### config.mk
export PLATFORM = sky130hd
export DESIGN_NAME = spi_master
export DESIGN_NICKNAME = d
export VERILOG_FILES = /design/src/rtl/spi_master.sv
export SDC_FILE = /design/constraint.sdc
export NUM_CORES = 1
export LEC_CHECK = 0
export BUFFER_PORTS_ARGS = -buffer_cell sky130_fd_sc_hd__buf_2
export CAP_MARGIN = 30
export CORE_UTILIZATION = 52
export CTS_BUF_LIST = sky130_fd_sc_hd__clkbuf_8 sky130_fd_sc_hd__clkbuf_16
export DETAILED_ROUTE_END_ITERATION = 6
export GPL_TIMING_DRIVEN = 0
export PLACE_DENSITY = 0.68
export RECOVER_POWER = 100
export SLEW_MARGIN = 0
export SYNTH_ARGS = -nofsm -noshare
export SYNTH_HDL_FRONTEND = slang
export SYNTH_SLANG_ARGS = --single-unit
### constraint.sdc
create_clock -name clk_i -period 2.35 [get_ports clk_i]
set_input_delay 0.1175 -clock clk_i [delete_from_list [all_inputs] [get_ports clk_i]]
set_output_delay 0.1175 -clock clk_i [all_outputs]
set_load 0.02 [all_outputs]
### src/rtl/spi_master.sv
// SPI mode-0 master: byte-stream handshake in, MOSI/SCLK/CS out, received bytes on rx_*.
// A frame stays open across bytes until one is flagged last; the next byte may be queued late in the current one.
module spi_master #(
    parameter int CLK_DIV = 4
) (
    input  logic       clk_i,
    input  logic       rst_n_i,
    input  logic       byte_vld_i,
    input  logic [7:0] byte_data_i,
    input  logic       byte_last_i,
    output logic       byte_rdy_o,
    output logic       rx_vld_o,
    output logic [7:0] rx_data_o,
    output logic       busy_o,
    output logic       spi_sclk_o,
    output logic       spi_mosi_o,
    output logic       spi_cs_n_o,
    input  logic       spi_miso_i
);

    typedef enum logic [1:0] {IDLE, XFER, WAIT, HOLD} state_t;

    localparam logic [7:0] DIV_LAST = 8'(CLK_DIV - 1);

    state_t     state_q;
    logic [7:0] divCnt_q;
    logic [2:0] bitCnt_q;
    logic [7:0] shift_q;
    logic       sclk_q;
    logic       mosi_q;
    logic       csN_q;
    logic       rdy_q;
    logic       rxVld_q;
    logic [7:0] rxData_q;
    logic       rxPend_q;
    logic       last_q;
    logic [7:0] nxtData_q;
    logic       nxtLast_q;
    logic       nxtVld_q;
    logic       guard_q;

    logic       tick;
    logic       accept;
    logic       rise;
    logic       fall;
    logic [7:0] divCnt_d;
    logic [2:0] bitCnt_d;

    assign tick     = (divCnt_q == DIV_LAST);
    assign divCnt_d = tick ? 8'd0 : divCnt_q + 8'd1;
    assign bitCnt_d = bitCnt_q + 3'd1;
    assign accept   = byte_vld_i && rdy_q;
    assign rise     = (state_q == XFER) && tick && !sclk_q;
    assign fall     = (state_q == XFER) && tick && sclk_q;

    // The shift register doubles as TX source and RX sink: MISO enters at bit 0 on each
    // rising edge while the outgoing bit is copied to MOSI on the following falling edge.
    always_ff @(posedge clk_i) begin
        if (!rst_n_i) begin
            state_q   <= IDLE;
            divCnt_q  <= 8'd0;
            bitCnt_q  <= 3'd0;
            shift_q   <= 8'd0;
            sclk_q    <= 1'b0;
            mosi_q    <= 1'b0;
            csN_q     <= 1'b1;
            rdy_q     <= 1'b0;
            rxVld_q   <= 1'b0;
            rxData_q  <= 8'd0;
            rxPend_q  <= 1'b0;
            last_q    <= 1'b0;
            nxtData_q <= 8'd0;
            nxtLast_q <= 1'b0;
            nxtVld_q  <= 1'b0;
            guard_q   <= 1'b0;
        end else begin
            rxVld_q  <= 1'b0;
            rxPend_q <= 1'b0;
            if (rxPend_q) begin
                rxVld_q  <= 1'b1;
                rxData_q <= shift_q;
            end

            case (state_q)
                IDLE: begin
                    if (guard_q) begin
                        divCnt_q <= divCnt_d;
                        if (tick) begin
                            guard_q <= 1'b0;
                            rdy_q   <= 1'b1;
                        end
                    end else if (accept) begin
                        state_q  <= XFER;
                        csN_q    <= 1'b0;
                        divCnt_q <= 8'd0;
                        bitCnt_q <= 3'd0;
                        rdy_q    <= 1'b0;
                        shift_q  <= byte_data_i;
                        mosi_q   <= byte_data_i[7];
                        last_q   <= byte_last_i;
                    end else begin
                        rdy_q <= 1'b1;
                    end
                end

                XFER: begin
                    divCnt_q <= divCnt_d;
                    if (accept) begin
                        nxtData_q <= byte_data_i;
                        nxtLast_q <= byte_last_i;
                        nxtVld_q  <= 1'b1;
                        rdy_q     <= 1'b0;
                    end else if (rxPend_q && !last_q && !nxtVld_q) begin
                        rdy_q <= 1'b1;
                    end

                    if (rise) begin
                        sclk_q   <= 1'b1;
                        shift_q  <= {shift_q[6:0], spi_miso_i};
                        bitCnt_q <= bitCnt_d;
                        rxPend_q <= (bitCnt_q == 3'd7);
                    end

                    // bitCnt has wrapped to 0 only on the 8th falling edge of a byte
                    if (fall) begin
                        sclk_q <= 1'b0;
                        if (bitCnt_q != 3'd0) begin
                            mosi_q <= shift_q[7];
                        end else begin
                            nxtVld_q <= 1'b0;
                            rdy_q    <= 1'b0;
                            if (accept) begin
                                shift_q <= byte_data_i;
                                mosi_q  <= byte_data_i[7];
                                last_q  <= byte_last_i;
                            end else if (nxtVld_q) begin
                                shift_q <= nxtData_q;
                                mosi_q  <= nxtData_q[7];
                                last_q  <= nxtLast_q;
                            end else if (last_q) begin
                                state_q <= HOLD;
                                mosi_q  <= 1'b0;
                            end else begin
                                state_q <= WAIT;
                                rdy_q   <= 1'b1;
                            end
                        end
                    end
                end

                WAIT: begin
                    if (accept) begin
                        state_q  <= XFER;
                        divCnt_q <= 8'd0;
                        rdy_q    <= 1'b0;
                        shift_q  <= byte_data_i;
                        mosi_q   <= byte_data_i[7];
                        last_q   <= byte_last_i;
                    end
                end

                HOLD: begin
                    divCnt_q <= divCnt_d;
                    if (tick) begin
                        state_q <= IDLE;
                        csN_q   <= 1'b1;
                        guard_q <= 1'b1;
                    end
                end

                default: state_q <= IDLE;
            endcase
        end
    end

    assign byte_rdy_o = rdy_q;
    assign rx_vld_o   = rxVld_q;
    assign rx_data_o  = rxData_q;
    assign busy_o     = (state_q != IDLE);
    assign spi_sclk_o = sclk_q;
    assign spi_mosi_o = mosi_q;
    assign spi_cs_n_o = csN_q;

endmodule

==> results of run 1 <==
sequential cells by signal, summed over array words and instances (netlist names):
name	cells
nxtVld_q	1
bitCnt_q	3
rxPend_q	1
guard_q	1
state_q	2
spi_cs_n_o	1
nxtLast_q	1
spi_mosi_o	1
nxtData_q	8
rx_data_o	8
rx_vld_o	1
byte_rdy_o	1
shift_q	8
divCnt_q	8
last_q	1
spi_sclk_o	1
how the worst max path moves through the flow:
stage                            from           to  slack, ns  cells past startpoint
after floorplan            state_q[1]  divCnt_q[3]       0.31                      8
after global placement     state_q[1]  divCnt_q[3]      0.002                      8
after detailed placement   state_q[1]  divCnt_q[3]       0.02                      8
after CTS                  state_q[1]  divCnt_q[3]      0.003                      8
after global routing      divCnt_q[5]   shift_q[2]     -0.007                      4
final                     divCnt_q[0]  bitCnt_q[2]       0.17                      5
final cells by class:
type                       instances  area [µm²]  area share
buffer                            21        85.1      0.0280
clock buffer                       5        68.8      0.0227
clock inverter                     3        23.8     0.00783
inverter                          12        45.0      0.0148
multi-input combinational        245        1680       0.552
sequential                        47         941       0.310
tap                               70        87.6      0.0289
timing repair buffer              25         108      0.0354
stage by stage:
stage                util  TNS, ns  worst slack (ns)  total power, W
finish              0.598        0             0.170         0.00265
global route        0.598  -0.0114          -0.00728         0.00283
CTS                 0.599        0           0.00295         0.00264
detailed placement  0.580        0            0.0150         0.00213
global placement    0.580        0           0.00193         0.00211
floorplan               -        0             0.314         0.00185
worst max-delay path, stage by stage (launching register included):
cell and delay, ns:
dfxtp_1 0.43, ha_1 0.29, nor4b_1 0.51, nand3_2 0.37, a21boi_1 0.35, o21ai_1 0.12
kinds of logic (layout without fill, tap and decap cells):
| kind of cell | after synthesis | in the layout |
|---|---|---|
| simple gates | 120 | 120 |
| compound gates | 99 | 99 |
| fa+ha+maj | 9 | 9 |
| flops | 47 | 47 |
| buf+inv | 33 | 66 |
| mux | 17 | 17 |
synthesized netlist by cell type, drive strengths merged (3+ instances only):
cell type / instances
nand3: 11
o311ai: 4
a311oi: 3
nor2: 15
and2: 4
nand4: 4
dfxtp: 47
clkbuf: 14
o21bai: 14
a21oi: 21
a221oi: 7
mux2i: 17
o21ai: 13
nor3: 6
o211a: 4
o221a: 4
nand3b: 9
o31ai: 5
and3: 5
nor4: 12
ha: 9
inv: 12
nand2: 41
buf: 7
nor2b: 3
o32ai: 9
timing repair:
item / 4_1_cts / 5_1_grt
buffers inserted: 0 / 0
endpoints found under the setup margin: 0 / 24
gates resized for setup: 0 / 6
metal layers:
layer | part of all wire | track usage | vias up
met3 | 0.059 | 0.0461 | 10
li1 | - | - | 1293
met2 | 0.41 | 0.367 | 82
met5 | 0 | 0 | -
met1 | 0.51 | 0.408 | 1219
met4 | 0.016 | 0.0881 | 0
power groups by stage:
stage	Clock, W	Sequential [W]	Combinational, W
after floorplan	0	0.00105	0.000793
after global routing	0.000558	0.00108	0.00120
final	0.000514	0.00106	0.00108
after CTS	0.000527	0.00105	0.00106
after detailed placement	0	0.00107	0.00106
after global placement	0	0.00107	0.00104
==> reports/qor.csv, run 1 <==
stage,metric,value,unit
sta,finalMaxSlewViolations,0,
finish,layout_commonest_cell,dfxtp_1,
worst_hold_path,holdPathEnd,nxtLast_q,
synthesis,synth_cell_types,51,
synthesis,synth.mux.area_fraction,0.0623,
worst_hold_path,worstHoldPathType,input port to flip-flop,
clocking,cts_tree,built,
routing,drc,0,
synthesis,synth_async_sr_flop_share,0,
placed_design,dp.cells,420,
power,swShare,0.418,
synthesis,synth-simple-area-share,0.234,
power,power.density,874,nW/µm²
worst_hold_path,worstHoldStart,byte_last_i,
sta,timing.fmax,459,MHz
sta,setup_viol,0,
power,power.switching,0.00111,W
die,io_pins,27,
clocking,ctsLongestPathBuffers,2,
die,start_util,0.538,
run_status,outcome,"complete, no violations",
routing,ant_nets,0,
finish,final_cells,428,
worst_hold_path,hold_depth,3,
finish,nFillCells,506,
finish,stdcell_area,3040,µm²
die,fp.dieArea,5550,µm²
clocking,clkSinkCount,47,
power,p_leak,1.11,nW
synthesis,yosysWarnings,0,
routing,first_pass_iters,5,
placed_design,hpwl,4.98,mm
synthesis,synth_cells,325,
synthesis,synthesis.nets,347,
synthesis,synth_fa_ha_area_frac,0.0412,
grt,grt_pass1_wl,11.1,mm
routing,drt-wirelength-per-cell,16.3,µm
synthesis,ys_ff_latch,47,
clocking,root_buffer,clkbuf_8,
routing,vias_per_cell,6.08,
finish,layout-drive-gt1-share,0.0950,
setup_path,cp_max_fo,9,
sta,fin_crit_sh,0.928,
synthesis,synth_top_family_by_area,compound AO/OA/AOI/OAI gates,
placed_design,routabilityCongestion,0.838,
power,ir_drop,638,µV
sta,hold_violations,0,
setup_path,r2r_end,bitCnt_q[2],
synthesis,synth_xor_area_frac,0,
power,seqPwrFrac,0.399,
routing,drt-total-wl,6.97,mm
sta,max_slew_margin,0.485,
grt,gr-usage-all-layers,0.265,
placed_design,placed_area,2950,µm²
die,die_h,74.5,µm
clocking,clkSlewWorstSetupHoldPaths,0.09,ns
clocking,cts_buffers,5,
die,coreArea,5070,µm²
clocking,htree_levels,2,
synthesis,synth_compound_area_frac,0.271,
sta,tightest_slew,0.769,ns
synthesis,yosysSeqAreaShare,0.344,
setup_path,cp_data_arrival_time,2.38,ns
synthesis,syn_area,2730,µm²
sta,skew,0.0101,ns
setup_path,reg2regPathDepth,5,
setup_path,criticalPathCategory,flip-flop to flip-flop,
clocking,postCtsHoldBufs,0,
synthesis,synth_area_per_cell,8.41,µm²
setup_path,r2r_slack,0.17,ns
synthesis,synthFlopType,dfxtp_1,
setup_path,r2r_start,divCnt_q[0],
setup_path,end_kind,flip-flop,
sta,finalCriticalPeriod,2.18,ns
run,drv_cap,0,
synthesis,yosysTopAreaCellShare,0.344,
power,p_int,0.00154,W
setup_path,start_kind,flip-flop,
power,comb_power_share,0.407,
finish,diodes,0,
placed_design,io_buffers,25,
setup_path,crit_required,2.55,ns
finish,final_cell_mix,"dfxtp_1, nand2_1, clkbuf_1, a21oi_1, mux2i_1",
clocking,clkLatencyLatePin,0.31,ns
finish,final_nets,379,
die,fp.dieW,74.5,µm
sta,hold_ws,0.0557,ns
grt,grt_max_degree,17,
routing,drt_iter0_markers,153,
grt,grt_overflow_total,0,
grt,grt_pass1_vias,2247,
synthesis,synth_edf_count,0,
grt,antenna_found_initial,0,
power,p_clk_frac,0.194,
synthesis,yosysTopAreaCell,dfxtp_1,
finish,syn_to_final_growth,11.1,%
die,rows,26,
synthesis,synth.area.top_cells,"dfxtp_1, mux2i_1, nand2_1",
routing,num_vias,2604,
Power figures use the tool's default switching activity.
==> run 2: changes to the inputs <==
--- a/config.mk
+++ b/config.mk
@@ -7,6 +7,7 @@
 export LEC_CHECK = 0
 export BUFFER_PORTS_ARGS = -buffer_cell sky130_fd_sc_hd__buf_2
 export CAP_MARGIN = 30
+export CORE_ASPECT_RATIO = 1.2
 export CORE_UTILIZATION = 52
 export CTS_BUF_LIST = sky130_fd_sc_hd__clkbuf_8 sky130_fd_sc_hd__clkbuf_16
 export DETAILED_ROUTE_END_ITERATION = 6
==> reports/qor.csv, run 2 (synthesis gave the netlist of run 1 again) <==
stage,metric,value,unit
sta,hold_violations,0,
grt,grt_pass1_wl,11.1,mm
die,start_util,0.545,
finish,diodes,0,
sta,finalMaxSlewViolations,0,
placed_design,routabilityCongestion,0.892,
worst_hold_path,worstHoldPathType,input port to flip-flop,
sta,finalCriticalPeriod,2.18,ns
placed_design,hpwl,4.95,mm
sta,tightest_slew,0.788,ns
routing,ant_nets,0,
die,coreArea,5010,µm²
setup_path,end_kind,flip-flop,
finish,syn_to_final_growth,11.5,%
run_status,outcome,"complete, no violations",
clocking,postCtsHoldBufs,0,
setup_path,cp_data_arrival_time,2.39,ns
routing,drt-total-wl,6.94,mm
die,fp.dieW,68.2,µm
setup_path,critPathMaxStageDelay,0.50,ns
setup_path,start_kind,flip-flop,
clocking,cts_buffers,5,
clocking,cts_tree,built,
finish,nFillCells,513,
routing,vias_per_cell,6.13,
clocking,clkSinkCount,47,
grt,grt_pass1_vias,2231,
sta,fin_crit_sh,0.926,
die,die_h,81.4,µm
finish,final_nets,379,
finish,layout-drive-gt1-share,0.0950,
grt,antenna_found_initial,0,
sta,setup_viol,0,
clocking,htree_levels,2,
die,fp.dieArea,5550,µm²
power,ir_drop,522,µV
grt,grt_overflow_total,0,
die,io_pins,27,
setup_path,crit_required,2.57,ns
clocking,clkLatencyLatePin,0.31,ns
routing,drt_iter0_markers,246,
setup_path,path_cells,ha_1 -> nor4b_1 -> nand3_1 -> mux2i_1 -> o32ai_1,
run,drv_cap,0,
routing,drc,0,
clocking,post_cts_buffers,0,
die,rows,28,
finish,postLayoutCoreUtil,0.608,
sta,skew,0.0134,ns
power,p_leak,1.12,nW
clocking,ctsLongestPathBuffers,2,
setup_path,critPathTopFamily,simple AND/OR/NAND/NOR gates,
routing,drt-wirelength-per-cell,16.6,µm
routing,first_pass_iters,4,
sta,timing.fmax,460,MHz
setup_path,slowest_stage,nand3_1,
placed_design,io_buffers,25,
power,power,0.00277,W
setup_path,r2r_slack,0.17,ns
finish,layout_commonest_cell,dfxtp_1,
sta,hold_ws,0.0645,ns
sta,rsz0062_at_grt,yes,
setup_path,criticalPathCategory,flip-flop to flip-flop,
clocking,root_buffer,clkbuf_8,
clocking,clkSlewWorstSetupHoldPaths,0.10,ns
grt,grt_max_degree,17,
power,power.density,908,nW/µm²
grt,gr-usage-all-layers,0.264,
setup_path,cp_max_fo,9,
routing,num_vias,2564,
finish,final_cell_mix,"dfxtp_1, nand2_1, clkbuf_1, a21oi_1, mux2i_1",
sta,max_slew_margin,0.474,
setup_path,cp_num_buf_inv,0,
[run 2: cell count changes in the layout (fill, tap and decap cells not counted)]
cell and delta:
and2_1 -1, nand3_1 +1, nand3_2 -1, clkbuf_2 +1
nor4_2 +1, buf_2 -1, bufinv_16 +1, nor4_1 -1
and2_0 +1, clkinvlp_4 -1
[run 2: worst register-to-register path: cells and delay by family, from the launching register on]
| kind | cells | cell delay [ns] |
|---|---|---|
| multiplexers | 1 | 0.24 |
| flip-flops | 1 | 0.41 |
| adder cells (fa/ha/maj) | 1 | 0.29 |
| AND/OR/NAND/NOR | 2 | 0.86 |
| AO/OA/AOI/OAI | 1 | 0.27 |
[run 2: through the flow]
stage	setup slack, ns	std cells	TNS [ns]	instance area, µm²
6_report	0.174	418	0	3050
3_5_place_dp	-0.0195	410	-0.0348	2930
4_1_cts	0.0784	418	0	3050
3_3_place_gp	0.0153	410	0	2930
2_1_floorplan	0.314	325	0	2730
5_1_grt	-0.00417	418	-0.00417	3050
[run 2: path summary, 6_finish.rpt]
check                                     from            to  cells after the start
worst max-delay path               divCnt_q[0]    shift_q[6]                      5
worst min register to register    nxtData_q[3]  nxtData_q[3]                      2
worst min-delay path            byte_data_i[2]  nxtData_q[2]                      3
worst max register to register     divCnt_q[0]    shift_q[6]                      5
[run 2: cell type report]
class | instances | area [µm²] | share of cell area
Buffer | 21 | 85.1 | 0.0279
Tap cell | 60 | 75.1 | 0.0246
Timing Repair Buffer | 25 | 108 | 0.0353
Sequential cell | 47 | 941 | 0.309
Inverter | 12 | 45.0 | 0.0148
Clock buffer | 5 | 68.8 | 0.0226
Multi-Input combinational cell | 245 | 1680 | 0.551
Clock inverter | 3 | 46.3 | 0.0152
[run 2: power by group]
| group | switching, W | internal [W] |
|---|---|---|
| Clock | 0.000302 | 0.000321 |
| Sequential | 0.000153 | 0.000912 |
| Combinational | 0.000657 | 0.000420 |
| Total | 0.00111 | 0.00165 |
[run 2: routing by layer]
layer	share of wire	wire, µm	vias to the layer above	track usage
li1	-	-	1290	-
met1	0.51	3560	1195	0.400
met2	0.44	3040	74	0.391
met3	0.041	284	5	0.0375
met4	0.0078	54	0	0.0542
met5	0	0	-	0
[run 2: what timing repair did]
item / 4_1_cts / 5_1_grt
resized for setup: 1 / 4
endpoints found under the hold margin: 0 / 0
setup endpoints to repair: 3 / 19
gates cloned: 0 / 0
